<file path="src/rtl/ccff_chain_loader_pkg.sv">
// Shared types and CRC helper for the CCFF chain loader.
// State encoding, CRC-16-CCITT constants and the single-bit CRC step.
package ccff_chain_loader_pkg;

  typedef enum logic [1:0] {
    IDLE   = 2'd0,
    LOAD   = 2'd1,
    VERIFY = 2'd2,
    DONE   = 2'd3
  } state_t;

  localparam logic [15:0] CRC16_POLY = 16'h1021;
  localparam logic [15:0] CRC16_INIT = 16'hFFFF;

  // One bit-serial CRC-16-CCITT step with MSB feedback.
  function automatic logic [15:0] crc16_step(input logic [15:0] crc, input logic din);
    logic fb;
    fb = crc[15] ^ din;
    return {crc[14:0], 1'b0} ^ (fb ? CRC16_POLY : 16'h0000);
  endfunction

endpackage

</file>
<file path="src/rtl/ccff_crc16_serial.sv">
// Bit-serial CRC-16-CCITT accumulator with synchronous clear.
// Instanced once for the loaded stream and once for the recirculated tail stream.
module ccff_crc16_serial
  import ccff_chain_loader_pkg::*;
(
  input  logic        clk,
  input  logic        rst,
  input  logic        clr,
  input  logic        en,
  input  logic        din,
  output logic [15:0] crc
);

  always_ff @(posedge clk or posedge rst) begin
    if (rst) begin
      crc <= CRC16_INIT;
    end else if (clr) begin
      crc <= CRC16_INIT;
    end else if (en) begin
      crc <= crc16_step(crc, din);
    end
  end

endmodule

</file>
<file path="src/rtl/ccff_chain_loader.sv">
// Serial loader for one CCFF chain: shifts config words in LSB-first, then
// recirculates the chain once and compares head/tail CRCs.
module ccff_chain_loader
  import ccff_chain_loader_pkg::*;
#(
  parameter int CHAIN_LEN = 16,
  parameter int WORD_W    = 8
) (
  input  logic              prog_clock,
  input  logic              prog_reset,
  input  logic              start,
  input  logic              abort,
  input  logic [WORD_W-1:0] word_data,
  input  logic              word_valid,
  output logic              word_ready,
  output logic              ccff_head,
  input  logic              ccff_tail,
  output logic              shift_en,
  output logic              config_enable,
  output logic              busy,
  output logic              done,
  output logic              error
);

  localparam int CNT_W = $clog2(CHAIN_LEN + 1);
  localparam int IDX_W = (WORD_W > 1) ? $clog2(WORD_W) : 1;
  localparam logic [CNT_W-1:0] LAST_SHIFT = CNT_W'(CHAIN_LEN - 1);
  localparam logic [CNT_W-1:0] FULL_CNT   = CNT_W'(CHAIN_LEN);
  localparam logic [IDX_W-1:0] LAST_IDX   = IDX_W'(WORD_W - 1);

  state_t            state;
  logic [WORD_W-1:0] buf_word;
  logic              buf_full;
  logic [IDX_W-1:0]  bit_idx;
  logic [CNT_W-1:0]  acc_cnt;
  logic [CNT_W-1:0]  sh_cnt;
  logic              err_sticky;
  logic [15:0]       load_crc;
  logic [15:0]       tail_crc;

  logic loading;
  logic verifying;
  logic load_shift;
  logic last_bit;
  logic accept;
  logic crc_clr;
  logic crc_mismatch;

  assign loading    = (state == LOAD);
  assign verifying  = (state == VERIFY);
  assign load_shift = loading & buf_full;
  // The buffer empties either at the word's last bit or at the chain's last bit,
  // whichever comes first; trailing bits of the final word are never shifted.
  assign last_bit   = buf_full & ((bit_idx == LAST_IDX) | (sh_cnt == LAST_SHIFT));
  assign word_ready = loading & (~buf_full | last_bit) & (acc_cnt < FULL_CNT);
  assign accept     = word_valid & word_ready;
  assign crc_clr    = (state == IDLE) & start & ~abort;

  assign shift_en      = load_shift | verifying;
  assign ccff_head     = verifying ? ccff_tail : (load_shift ? buf_word[bit_idx] : 1'b0);
  assign config_enable = loading | verifying;
  assign busy          = (state != IDLE);
  assign done          = (state == DONE);
  assign crc_mismatch  = (state == DONE) & (load_crc != tail_crc);
  assign error         = err_sticky | crc_mismatch;

  // Load/verify sequencer with word buffer, bit index and shift counters.
  always_ff @(posedge prog_clock or posedge prog_reset) begin
    if (prog_reset) begin
      state      <= IDLE;
      buf_word   <= '0;
      buf_full   <= 1'b0;
      bit_idx    <= '0;
      acc_cnt    <= '0;
      sh_cnt     <= '0;
      err_sticky <= 1'b0;
    end else begin
      case (state)
        IDLE: begin
          if (start && !abort) begin
            state      <= LOAD;
            err_sticky <= 1'b0;
            buf_full   <= 1'b0;
            bit_idx    <= '0;
            acc_cnt    <= '0;
            sh_cnt     <= '0;
          end
        end
        LOAD: begin
          if (abort) begin
            state      <= IDLE;
            err_sticky <= 1'b1;
            buf_full   <= 1'b0;
          end else begin
            if (accept) begin
              buf_word <= word_data;
              buf_full <= 1'b1;
              bit_idx  <= '0;
              if (int'(acc_cnt) + WORD_W >= CHAIN_LEN) begin
                acc_cnt <= FULL_CNT;
              end else begin
                acc_cnt <= acc_cnt + CNT_W'(WORD_W);
              end
            end else if (last_bit) begin
              buf_full <= 1'b0;
            end else if (load_shift) begin
              bit_idx <= bit_idx + IDX_W'(1);
            end
            if (load_shift) begin
              if (sh_cnt == LAST_SHIFT) begin
                state  <= VERIFY;
                sh_cnt <= '0;
              end else begin
                sh_cnt <= sh_cnt + CNT_W'(1);
              end
            end
          end
        end
        VERIFY: begin
          if (abort) begin
            state      <= IDLE;
            err_sticky <= 1'b1;
          end else if (sh_cnt == LAST_SHIFT) begin
            state <= DONE;
          end else begin
            sh_cnt <= sh_cnt + CNT_W'(1);
          end
        end
        DONE: begin
          state      <= IDLE;
          err_sticky <= err_sticky | crc_mismatch;
        end
        default: begin
          state <= IDLE;
        end
      endcase
    end
  end

  ccff_crc16_serial u_load_crc (
    .clk (prog_clock),
    .rst (prog_reset),
    .clr (crc_clr),
    .en  (load_shift),
    .din (ccff_head),
    .crc (load_crc)
  );

  ccff_crc16_serial u_tail_crc (
    .clk (prog_clock),
    .rst (prog_reset),
    .clr (crc_clr),
    .en  (verifying),
    .din (ccff_tail),
    .crc (tail_crc)
  );

endmodule
</file>
<file path="config.mk">
export PLATFORM = sky130hd
export DESIGN_NAME = ccff_chain_loader
export DESIGN_NICKNAME = d
export VERILOG_FILES = /design/src/rtl/ccff_chain_loader_pkg.sv /design/src/rtl/ccff_crc16_serial.sv /design/src/rtl/ccff_chain_loader.sv
export SDC_FILE = /design/constraint.sdc
export NUM_CORES = 1
export LEC_CHECK = 0
export BUFFER_PORTS_ARGS = -buffer_cell sky130_fd_sc_hd__buf_2
export CORE_MARGIN = 4
export CORE_UTILIZATION = 55
export DETAILED_ROUTE_END_ITERATION = 8
export PLACE_DENSITY_LB_ADDON = 0.05
export SYNTH_ARGS = -nofsm -noshare
export SYNTH_HDL_FRONTEND = slang
export SYNTH_SLANG_ARGS = --single-unit
export TNS_END_PERCENT = 10
</file>
<file path="constraint.sdc">
create_clock -name prog_clock -period 2.3 [get_ports prog_clock]
set_input_delay 0.115 -clock prog_clock [delete_from_list [all_inputs] [get_ports prog_clock]]
set_output_delay 0.115 -clock prog_clock [all_outputs]
set_load 0.01 [all_outputs]
</file>
======== After elaboration in Yosys (flattened, before gate mapping) ========
Index checks and enable logic that the tools add are counted.
storage, ports and cells
  output and inout bits ................... 7
  input bits .............................. 14
  flip-flop bits (word level) ............. 57
operators by class
  $lt $le $gt $ge ......................... 3
  equal/unequal tests ..................... 19
  mux-type cells .......................... 41
  $add $sub $neg .......................... 4
  bitwise operators ....................... 19
  reductions and logical operators ........ 16
operators by type and width
  cell                 number
  $mux 16              4
  $mux 5               9
  $xor 16x16->16       2
  $mux 13              2
  $ne 16x16->1         1
  $mux 3               5
  $pmux 5 s3           1
  $mux 2               6
  $ne 3x2->1 const B   4
  $pmux 5 s2           1
  $and 1x1->1          8
  $mux 1               8
  $ne 2x1->1 const B   4
  $pmux 2 s4           1
  $reduce_and 4->1     2
  $reduce_bool 2->1    4
  $add 5x4->6 const B  1
  $ge 6x5->1 const B   1
  $ne 2x2->1 const B   3
  $pmux 3 s2           1
  $reduce_and 3->1     2
  $reduce_and 6->1     1
  $add 5x1->5 const B  1
  $add 5x4->5 const B  1
  22 further kinds     29

======== Logic depth before layout (Yosys ltp) ========
Gate-level depths: netlist (run 1).
  depth after elaboration ................. 10
  depth in mapped cells ................... 8
  depth with buffers taken out ............ 8

======== By module ========
Synthesis (run 1) repeated with hierarchy kept, for this count alone.
unflattened totals
  cell total of the unflattened synthesis .. 272
  area, all modules ....................... 3090.5 µm²
modules (own cells, without submodules)
  module             times used  cells each  sequential area each (µm²)  area an instance (µm²)
  ccff_chain_loader  1           158         550.5                       1601.5
  ccff_crc16_serial  2           57          420.4                       744.5

======== Worst setup path after synthesis (run 1) ========
Ideal clock, no wire load.
  path type ............................... reg2reg
  from .................................... register sh_cnt[0]
  to ...................................... register buf_word[0]
  period minus slack after synthesis ...... 2.106 ns
  path buffers ............................ 0
  stages on the path, launching flop included .. 8
  setup time .............................. 0.125 ns
  arrival time ............................ 1.981 ns
  path slack .............................. 0.194 ns
  data required time ...................... 2.175 ns
  path through ............................ dfrtp_1 > ha_1 > and3_1 > ha_1 > o31ai_1 > nand2b_1 > nor2_1 > mux2_2
on the way
  longest elaborated chain between the ends .. 8
RTL lines
  element                            line                      source
  start, declared                    ccff_chain_loader.sv:36   logic [CNT_W-1:0] sh_cnt;
  start signal, assigned             ccff_chain_loader.sv:114  sh_cnt <= sh_cnt + CNT_W'(1);
  start signal, assigned             ccff_chain_loader.sv:126  sh_cnt <= sh_cnt + CNT_W'(1);
  $eq 5x4->1                         ccff_chain_loader.sv:54   assign last_bit = buf_full & ((bit_idx == LAST_IDX) | (sh_cnt == LAST_SHIFT));
  $or 1x1->1                         ccff_chain_loader.sv:54
  $and 1x1->1                        ccff_chain_loader.sv:54
  $or 1x1->1                         ccff_chain_loader.sv:55   assign word_ready = loading & (~buf_full | last_bit) & (acc_cnt < FULL_CNT);
  $and 1x1->1 (2 in series)          ccff_chain_loader.sv:55
  $and 1x1->1                        ccff_chain_loader.sv:56   assign accept = word_valid & word_ready;
  $reduce_and 3->1 (no source line)  n/a
  end signal, assigned               ccff_chain_loader.sv:96   buf_word <= word_data;
  end, declared                      ccff_chain_loader.sv:32   logic [WORD_W-1:0] buf_word;
Every way passes these cells.
A chain may end at the register's enable or synchronous reset.

======== Worst setup path after layout (run 1) ========
  from .................................... register sh_cnt[0]
  to ...................................... output port word_ready
on the way
  longest elaborated chain between the ends .. 6
RTL lines
  element                    line                     source
  $eq 5x4->1                 ccff_chain_loader.sv:54
  $or 1x1->1                 ccff_chain_loader.sv:54
  $and 1x1->1                ccff_chain_loader.sv:54
  $or 1x1->1                 ccff_chain_loader.sv:55
  $and 1x1->1 (2 in series)  ccff_chain_loader.sv:55
  end, declared              ccff_chain_loader.sv:15  output logic word_ready,
Every way passes these cells.

==> metrics.txt, run 1 <==
status finished, final reports clean; dpl cell area 0.003100 mm^2; worst hold path startpoint word_data[7]; CTS Root Cell clkbuf_8; dpl cells 378; antenna violations before repair 0; design area between 0.003 and 0.004 mm^2; Critical path destination word_ready; Die Ht between 80 and 90 um; Finish-stage setup viols 0; clock share of power 13.4%; Synth cell types 41; Top FF cell, synth dfstp_2; share of cells above drive strength 1 28.44%; RSZ-0062 raised after global routing no; Worst Setup Slack, final 118.6 ps; largest area contributor in the netlist dfstp_2; clk sinks between 50 and 60; Syn Inst Count between 200 and 300; cell row count 26; MaxCap Viol Count 0; gr usage total 19.54%; Vias 2071; IR drop worst, VDD 0.0007748 V; Initial Util 56.53%; CP startpoint sh_cnt[0]; pin count of the biggest net entering global routing 34; clock-pin slew on the worst setup and hold paths 90 ps; most common cell after layout, fill and taps aside nand2_1; reg2reg setup slack 150 ps; final hold violations 0; Detailed Place HPWL between 4 and 5 mm; Comb power frac 41.7%; Ports 21; capturing point of the worst reg2reg path bit_idx[0]; Post-Syn Area 0.002869 mm^2; Critical Path End Type output pin; Slew headroom 60.38%; Worst R2R Start sh_cnt[0]; vias in the first global route 2077; post-synthesis net count 311; Post-DRT Antenna Nets 0; ranking of synthesized cells by area dfstp_2, dfrtp_1, mux2i_1; # fillers 444; pre-CTS WS -6.596 ps; multi-input logic area approximately 0.0014 mm^2; Nets 343; GP Congestion 0.7869; Clock Tree Buf Depth 2; most frequent cells in the layout nand2_1, dfstp_2, dfrtp_1; fin util a little under two thirds; P_sw 1.472 mW; clock skew 6.150 ps; Setup TNS Final 0 ps; Avg Inst Size Synth about 10 um^2; internal power 2.501 mW; DRT Wirelength around 5.6 mm; sequential fraction of the synthesis area around 48%; CP Data Required Time 2180 ps; FF/Latch Area 0.001391 mm^2; Die X 80.23 um; number of synthesized register bits 54; pwr dens 1231 mW/mm^2; ys async rst share between 90% and 100%; Worst-Skew Late Latency 300 ps; crit path max fanout 4; EDFF count, synth 0; via/cell ratio 5.310; Hold Crit Depth 2; DR DRC count 0; CP Class reg2out; min Tclk post-route 2181 ps; Startpoint Class flip-flop; CTS Buf Count 5; worst-margin pin slew 593.5 ps; hold crit path type in2reg; post-synth top area share between 20 and 30%; fmax 458.4 MHz; part of the cycle the worst path needs 94.85%; TritonCTS clock tree yes; first-pass GRT wire length 9.749 mm; DR pass1 iterations 4; H-tree levels 2; leak pwr 1.420 nW; part of the power in registers between 40% and 50%; ant diodes 0; residual overflow from global routing 0; die area 0.006436 mm^2; max-slew violations 0; core area 0.005075 mm^2; Sw Ratio 37.04%; buffers added on ports 20; Synth warnings 0; DR iter-0 viols 96; fin cells 390; Arr. time, crit path 2070 ps; area added between synthesis and finish 12.47%; wire per inst 14.35 um; FF-to-FF path depth 7
per-stage QoR:
stage	hold slack, ps	power [mW]
floorplan	266.7	2.939
global placement	210.6	3.366
detailed placement	216.5	3.406
CTS	26.15	3.958
global route	27.93	4.328
finish	35.68	3.973
power by group through the flow:
stage / combinational, mW / sequential, mW / clock (mW)
detailed placement: 1.60 / 1.80 / 0
finish: 1.66 / 1.78 / 0.534
floorplan: 1.23 / 1.71 / 0
global placement: 1.57 / 1.79 / 0
global route: 1.88 / 1.84 / 0.602
CTS: 1.62 / 1.79 / 0.555
synthesized netlist by cell type (2+ instances only):
library cell and n:
o31ai_1 5, o21ai_0 18, nand3_1 15, nand2_1 53, inv_1 15, ha_1 10, o211ai_1 3, or4_1 2
nand2b_1 3, clkbuf_1 8, buf_1 2, mux2i_1 20, a21boi_0 2, mux2_2 9, a21o_1 2, a21oi_1 5
dfrtp_1 22, xnor2_1 3, or2_2 2, nand4_1 4, nor4_1 4, xor2_1 17, or3_1 2, nor3_1 3
nor2_1 9, nor2b_1 2, and3_1 2, dfstp_2 32
area by class of cell:
class | instances | share of cell area, %
flip-flops and latches | 54 | 43.12
clock inverters | 1 | 0.1551
clock buffers | 7 | 2.675
well taps | 70 | 2.714
repair buffers | 37 | 7.135
inverters | 15 | 1.745
multi-input cells | 206 | 42.46
layer usage:
layer / up-vias / share of wire [%] / wire, um / global-route usage [%]
met1: 989 / 47 / 2624 / 25.94
met4: 0 / 1.5 / 84 / 6.588
met2: 36 / 48 / 2690 / 32.12
li1: 1040 / - / - / -
met5: - / 0 / 0 / 0
met3: 6 / 3.6 / 199 / 3.587
cells by family after synthesis:
logic type,after synthesis,share of synthesized area (%)
compound gates,42,9.159
flops,54,48.50
xor+xnor,20,6.106
buf+inv,27,3.838
fa+ha+maj,10,4.361
simple gates,104,16.75
mux,30,11.30
state kept, by name, indices dropped and copies added (netlist names):
signal / cells
buf_full: 1
u_tail_crc.crc: 16
buf_word: 8
sh_cnt: 5
err_sticky: 1
u_load_crc.crc: 16
bit_idx: 3
acc_cnt: 2
state: 2
worst min-delay path by stage:
stage          slack [ps]          end
3_3_place_gp          210  buf_word[0]
2_1_floorplan         270  buf_word[0]
6_report               40  buf_word[7]
3_5_place_dp          220  buf_word[0]
5_1_grt                30  buf_word[6]
4_1_cts                30  buf_word[1]
repair_timing:
item	in CTS	in global routing
pin swaps	0	1
setup buffers	0	3
hold buffers	1	0
resized for setup	1	0
endpoints found under the hold margin	22	0
setup endpoints to repair	8	4
worst max-delay path, cell delays in order (launching register included):
cell and delay [ps]:
dfrtp_1 420, ha_1 250, and3_1 210, ha_1 200
o31ai_1 350, buf_4 180, nor2_1 40, buf_2 130
No activity file was read; power rests on OpenSTA's default activity.
==> inputs of run 2 (changes only) <==
--- a/config.mk
+++ b/config.mk
@@ -9,6 +9,7 @@
 export CORE_MARGIN = 4
 export CORE_UTILIZATION = 55
 export DETAILED_ROUTE_END_ITERATION = 8
+export HOLD_SLACK_MARGIN = 0.08
 export PLACE_DENSITY_LB_ADDON = 0.05
 export SYNTH_ARGS = -nofsm -noshare
 export SYNTH_HDL_FRONTEND = slang
==> metrics.txt, run 2 (same netlist as run 1, synthesis figures left out) <==
status finished, final reports clean; gr usage total 19.62% (+0.076 points); dpl cells 378 (unchanged); Die Ht 80.23 um (unchanged); die area 0.006436 mm^2 (unchanged); Design Power 3.984 mW (+0.26%); leak pwr 1.453 nW (+2.4%); hold crit path type in2reg; TritonCTS clock tree yes; Critical Path End Type output pin; CP Class reg2out; buffers added on ports 20 (unchanged); DR pass1 iterations 4 (unchanged); pin count of the biggest net entering global routing 34 (unchanged); cell row count 26 (unchanged); residual overflow from global routing 0 (unchanged); Die X 80.23 um (unchanged); Most common cell on crit path ha_1; reg2reg setup slack 140 ps (about the same); Clock Tree Buf Depth 2 (unchanged); fmax 457.6 MHz (-0.19%); Ports 21 (unchanged); max-slew violations 0 (unchanged); design area 0.003307 mm^2 (+2.5%); Arr. time, crit path 2070 ps (about the same); Slowest-stage cell, CP dfrtp_1; final hold violations 0 (unchanged); most frequent cells in the layout nand2_1, dfstp_2, dfrtp_1; MaxCap Viol Count 0 (unchanged); dpl cell area 0.003100 mm^2 (unchanged); clock-pin slew on the worst setup and hold paths 90 ps (about the same); antenna violations before repair 0 (unchanged); Worst-Skew Late Latency 300 ps (about the same); clk sinks 54 (unchanged); area added between synthesis and finish 15.26%; RSZ-0062 raised after global routing no; fin cells 398 (+2.1%); CP Data Required Time 2180 ps (about the same); CP max stage delay 420 ps (about the same); Slew headroom 60.79% (+0.42 points); CP bufs+invs 2 (unchanged); pwr dens 1205 mW/mm^2 (-2.2%); share of cells above drive strength 1 27.74% (-0.69 points); min Tclk post-route 2186 ps (+4.077 ps); most common cell after layout, fill and taps aside nand2_1; Finish-stage setup viols 0 (unchanged); vias in the first global route 2102 (+1.2%); DRT Wirelength 5.607 mm (+0.16%); Initial Util 56.53% (unchanged); fin util 65.16% (+1.6 points); DR DRC count 0 (unchanged); Vias 2096 (+1.2%); H-tree levels 2 (unchanged); Nets 351 (+2.3%); GP Congestion 0.7869 (unchanged); Post-DRT Antenna Nets 0 (unchanged); Regs by FF count u_load_crc.crc: 16 flops, u_tail_crc.crc: 16 flops, buf_word: 8 flops; ant diodes 0 (unchanged); IR drop worst, VDD 0.0007743 V (about the same); critical path's top delay family adder cells; crit path cell chain ha_1 -> and3_1 -> ha_1 -> o31ai_1 -> buf_4 -> nor2_1 -> buf_2; CTS Root Cell clkbuf_8; worst-margin pin slew 581.9 ps (-11.56 ps); CTS Buf Count 5 (unchanged); clock skew 6.236 ps (+0.08632 ps); DR iter-0 viols 74 (-23%); crit path max fanout 4 (unchanged); via/cell ratio 5.266 (-0.83%); wire per inst 14.09 um (-1.9%); first-pass GRT wire length 9.811 mm (+0.64%); part of the cycle the worst path needs 95.02% (+0.18 points); core area 0.005075 mm^2 (unchanged); Startpoint Class flip-flop; Detailed Place HPWL 4.051 mm (unchanged)
[run 2: changes by cell type in the layout (fill, tap and decap cells not counted)]
cell           previous run  this run
dlygate4sd3_1             1         9
[run 2: final cells by class]
type | instances | area (um^2)
clock inverter | 1 | 5.005
clock buffer | 7 | 86.33
fill | 438 | 1768
tap | 70 | 87.58
inverter | 15 | 56.30
multi-input combinational | 206 | 1370
timing repair buffer | 45 | 310.3
sequential | 54 | 1391
[run 2: timing repair]
action / in CTS / in global routing
setup buffers: 0 / 3
setup endpoints to repair: 8 / 4
cloned: 0 / 0
resized for setup: 1 / 0
pin swaps: 0 / 1
endpoints found under the hold margin: 30 / 0
hold buffers: 9 / 0
[run 2: worst register-to-register path, delay by kind of cell (launching register included)]
kind                     cells  cell delay, ps
AO/OA/AOI/OAI                2             490
adder cells (fa/ha/maj)      2             450
buffers and inverters        1             180
flip-flops                   1             420
multiplexers                 1             310
AND/OR/NAND/NOR              1             210
[run 2: metrics by stage]
stage / hold WS [ps] / TNS [ps] / setup WS [ps]
2_1_floorplan: 266.7 / 0 / 194.3
3_3_place_gp: 210.6 / 0 / 84.67
3_5_place_dp: 216.5 / -32.98 / -6.596
4_1_cts: 163.1 / 0 / 87.02
5_1_grt: 207.1 / 0 / 3.258
6_report: 176.0 / 0 / 114.5
[run 2: worst paths after layout]
| path | from | end | depth (start not counted) |
|---|---|---|---|
| worst min-delay path | start | acc_cnt[4] | 4 |
| worst max register to register | sh_cnt[0] | bit_idx[0] | 7 |
| min in group asynchronous | prog_reset | buf_word[0] | 3 |
| max in group asynchronous | prog_reset | u_tail_crc.crc[1] | 4 |
| worst min register to register | u_load_crc.crc[10] | u_load_crc.crc[11] | 2 |
| worst max-delay path | sh_cnt[0] | word_ready | 7 |
[run 2: per-layer routing]
layer,vias up,global-route usage [%],wire (um)
li1,1056,-,-
met1,1002,26.10,2634
met2,32,32.20,2683
met3,6,3.587,205
met4,0,6.588,84
met5,-,0,0
[run 2: power breakdown]
group | internal (mW) | switching (mW)
clock | 0.243 | 0.290
combinational | 0.794 | 0.874
sequential | 1.47 | 0.309
==> inputs of run 3 (changes only) <==
--- a/config.mk
+++ b/config.mk
@@ -10,7 +10,7 @@
 export CORE_UTILIZATION = 55
 export DETAILED_ROUTE_END_ITERATION = 8
 export HOLD_SLACK_MARGIN = 0.08
-export PLACE_DENSITY_LB_ADDON = 0.05
+export PLACE_DENSITY = 0.82
 export SYNTH_ARGS = -nofsm -noshare
 export SYNTH_HDL_FRONTEND = slang
 export SYNTH_SLANG_ARGS = --single-unit
==> constraint.sdc (replaced) <==
create_clock -name prog_clock -period 2.35 [get_ports prog_clock]
set_input_delay 0.1175 -clock prog_clock [delete_from_list [all_inputs] [get_ports prog_clock]]
set_output_delay 0.1175 -clock prog_clock [all_outputs]
set_load 0.01 [all_outputs]
==> metrics.txt, run 3 (same netlist as run 1, synthesis figures left out) <==
GP Congestion 0.8595 (+9.2%); share of cells above drive strength 1 26.48% (-1.3 points); CP startpoint sh_cnt[0]; pwr dens 1180 mW/mm^2 (-2.1%); area added between synthesis and finish 13.52%; fin cells 391 (-1.8%); most common cell after layout, fill and taps aside nand2_1; Ports 21 (unchanged); DR DRC count 0 (unchanged); Slowest-stage cell, CP dfrtp_1; fin util 64.18% (-0.99 points); Post-DRT Antenna Nets 0 (unchanged); Setup TNS Final 0 ps (unchanged); part of the cycle the worst path needs 93.54%; gr usage total 19.72% (+0.10 points); pre-CTS WS 52.12 ps (+58.72 ps); DR iter-0 viols 102 (+38%); CP Data Required Time 2560 ps (+380 ps); Regs by FF count u_load_crc.crc: 16 flops, u_tail_crc.crc: 16 flops, buf_word: 8 flops; pin count of the biggest net entering global routing 34 (unchanged); CP bufs+invs 0 (-2); CP Class reg2reg; Slew headroom 58.68% (-2.1 points); core area 0.005075 mm^2 (unchanged); hold slack 183.1 ps (+7.077 ps); buffers added on ports 20 (unchanged); most frequent cells in the layout nand2_1, dfstp_2, dfrtp_1; Critical Path End Type flip-flop; die area 0.006436 mm^2 (unchanged); fmax 454.9 MHz; via/cell ratio 5.358 (+1.7%); IR drop worst, VDD 0.0005407 V (-30%); clock-pin slew on the worst setup and hold paths 100 ps (about the same); Die X 80.23 um (unchanged); antenna violations before repair 0 (unchanged); clock skew 6.868 ps (+0.6312 ps); vias in the first global route 2206 (+4.9%); RSZ-0062 raised after global routing yes; CP max stage delay 420 ps (about the same); Finish-stage setup viols 0 (unchanged); min Tclk post-route 2198 ps; CTS Root Cell clkbuf_8; Worst R2R Start sh_cnt[0]; DRT Wirelength 5.554 mm (-0.95%); worst-margin pin slew 618.9 ps (+36.99 ps); design area 0.003257 mm^2 (-1.5%); hold crit path type in2reg; crit path cell chain ha_1 -> and3_1 -> ha_1 -> o31ai_1 -> nand2b_1 -> nor2_2 -> mux2_2; Worst Setup Slack, final 151.8 ps (+37.29 ps); ant diodes 0 (unchanged); leak pwr 1.424 nW (-2.0%); first-pass GRT wire length 9.991 mm (+1.8%); clk sinks 54 (unchanged); worst hold path startpoint start; wire per inst 14.20 um (+0.83%); dpl cells 374 (-1.1%); residual overflow from global routing 0 (unchanged); Clock Tree Buf Depth 2 (unchanged); DR pass1 iterations 4 (unchanged); Detailed Place HPWL 4.073 mm (+0.56%); final hold violations 0 (unchanged); CTS Buf Count 5 (unchanged); TritonCTS clock tree yes; Nets 344 (-2.0%); Die Ht 80.23 um (unchanged); MaxCap Viol Count 0 (unchanged); status finished, final reports clean; critical path's top delay family simple AND/OR/NAND/NOR gates; Worst-Skew Late Latency 310 ps (about the same); Most common cell on crit path ha_1; dpl cell area 0.003070 mm^2 (-0.97%); max-slew violations 0 (unchanged); H-tree levels 2 (unchanged); Design Power 3.843 mW (-3.5%); Vias 2095 (-0.048%); crit path max fanout 8 (+4); Startpoint Class flip-flop; cell row count 26 (unchanged); Post-CTS Setup Inserts 0 (unchanged); Initial Util 56.53% (unchanged); Arr. time, crit path 2400 ps (+330 ps)
==> run 3: path summary, 6_finish.rpt <==
path / to / slack [ps] / cells after the start
max: buf_word[5] / 150 / 7
min in group asynchronous: buf_word[0] / 420 / 3
min: acc_cnt[4] / 180 / 4
max in group asynchronous: u_tail_crc.crc[7] / 1230 / 4
max reg2reg: buf_word[5] / 150 / 7
min reg2reg: u_load_crc.crc[3] / 500 / 2
==> run 3: cell type report <==
cell class	count	area, um^2
clock buffer	6	82.58
clock inverter	2	11.26
fill	415	1818
inverter	15	56.30
multi-input combinational	206	1370
sequential	54	1391
tap	70	87.58
timing repair buffer	38	257.7
==> run 3: tightest hold or removal path, stage by stage <==
cell and delay [ps]:
buf_2 120, inv_1 90, o41ai_1 70, o21ai_0 70
==> run 3: timing repair <==
item                       CTS  global route
hold buffers                 9             0
hold endpoints to repair    30             0
resized for setup            0             1
setup endpoints to repair    0            10
==> run 3: layer usage <==
| metal | up-vias | GRT usage, % | wire (um) |
|---|---|---|---|
| li1 | 1053 | - | - |
| met3 | 7 | 3.251 | 117 |
| met4 | 0 | 5.236 | 55 |
| met2 | 19 | 33.94 | 2860 |
| met5 | - | 0 | 0 |
| met1 | 1016 | 25.69 | 2521 |
==> run 3: power breakdown <==
part	total, mW	internal (mW)	leakage [nW]	switching (mW)
clock network	0.548	0.239	0.0515	0.310
registers	1.76	1.44	0.618	0.314
logic	1.54	0.702	0.755	0.837
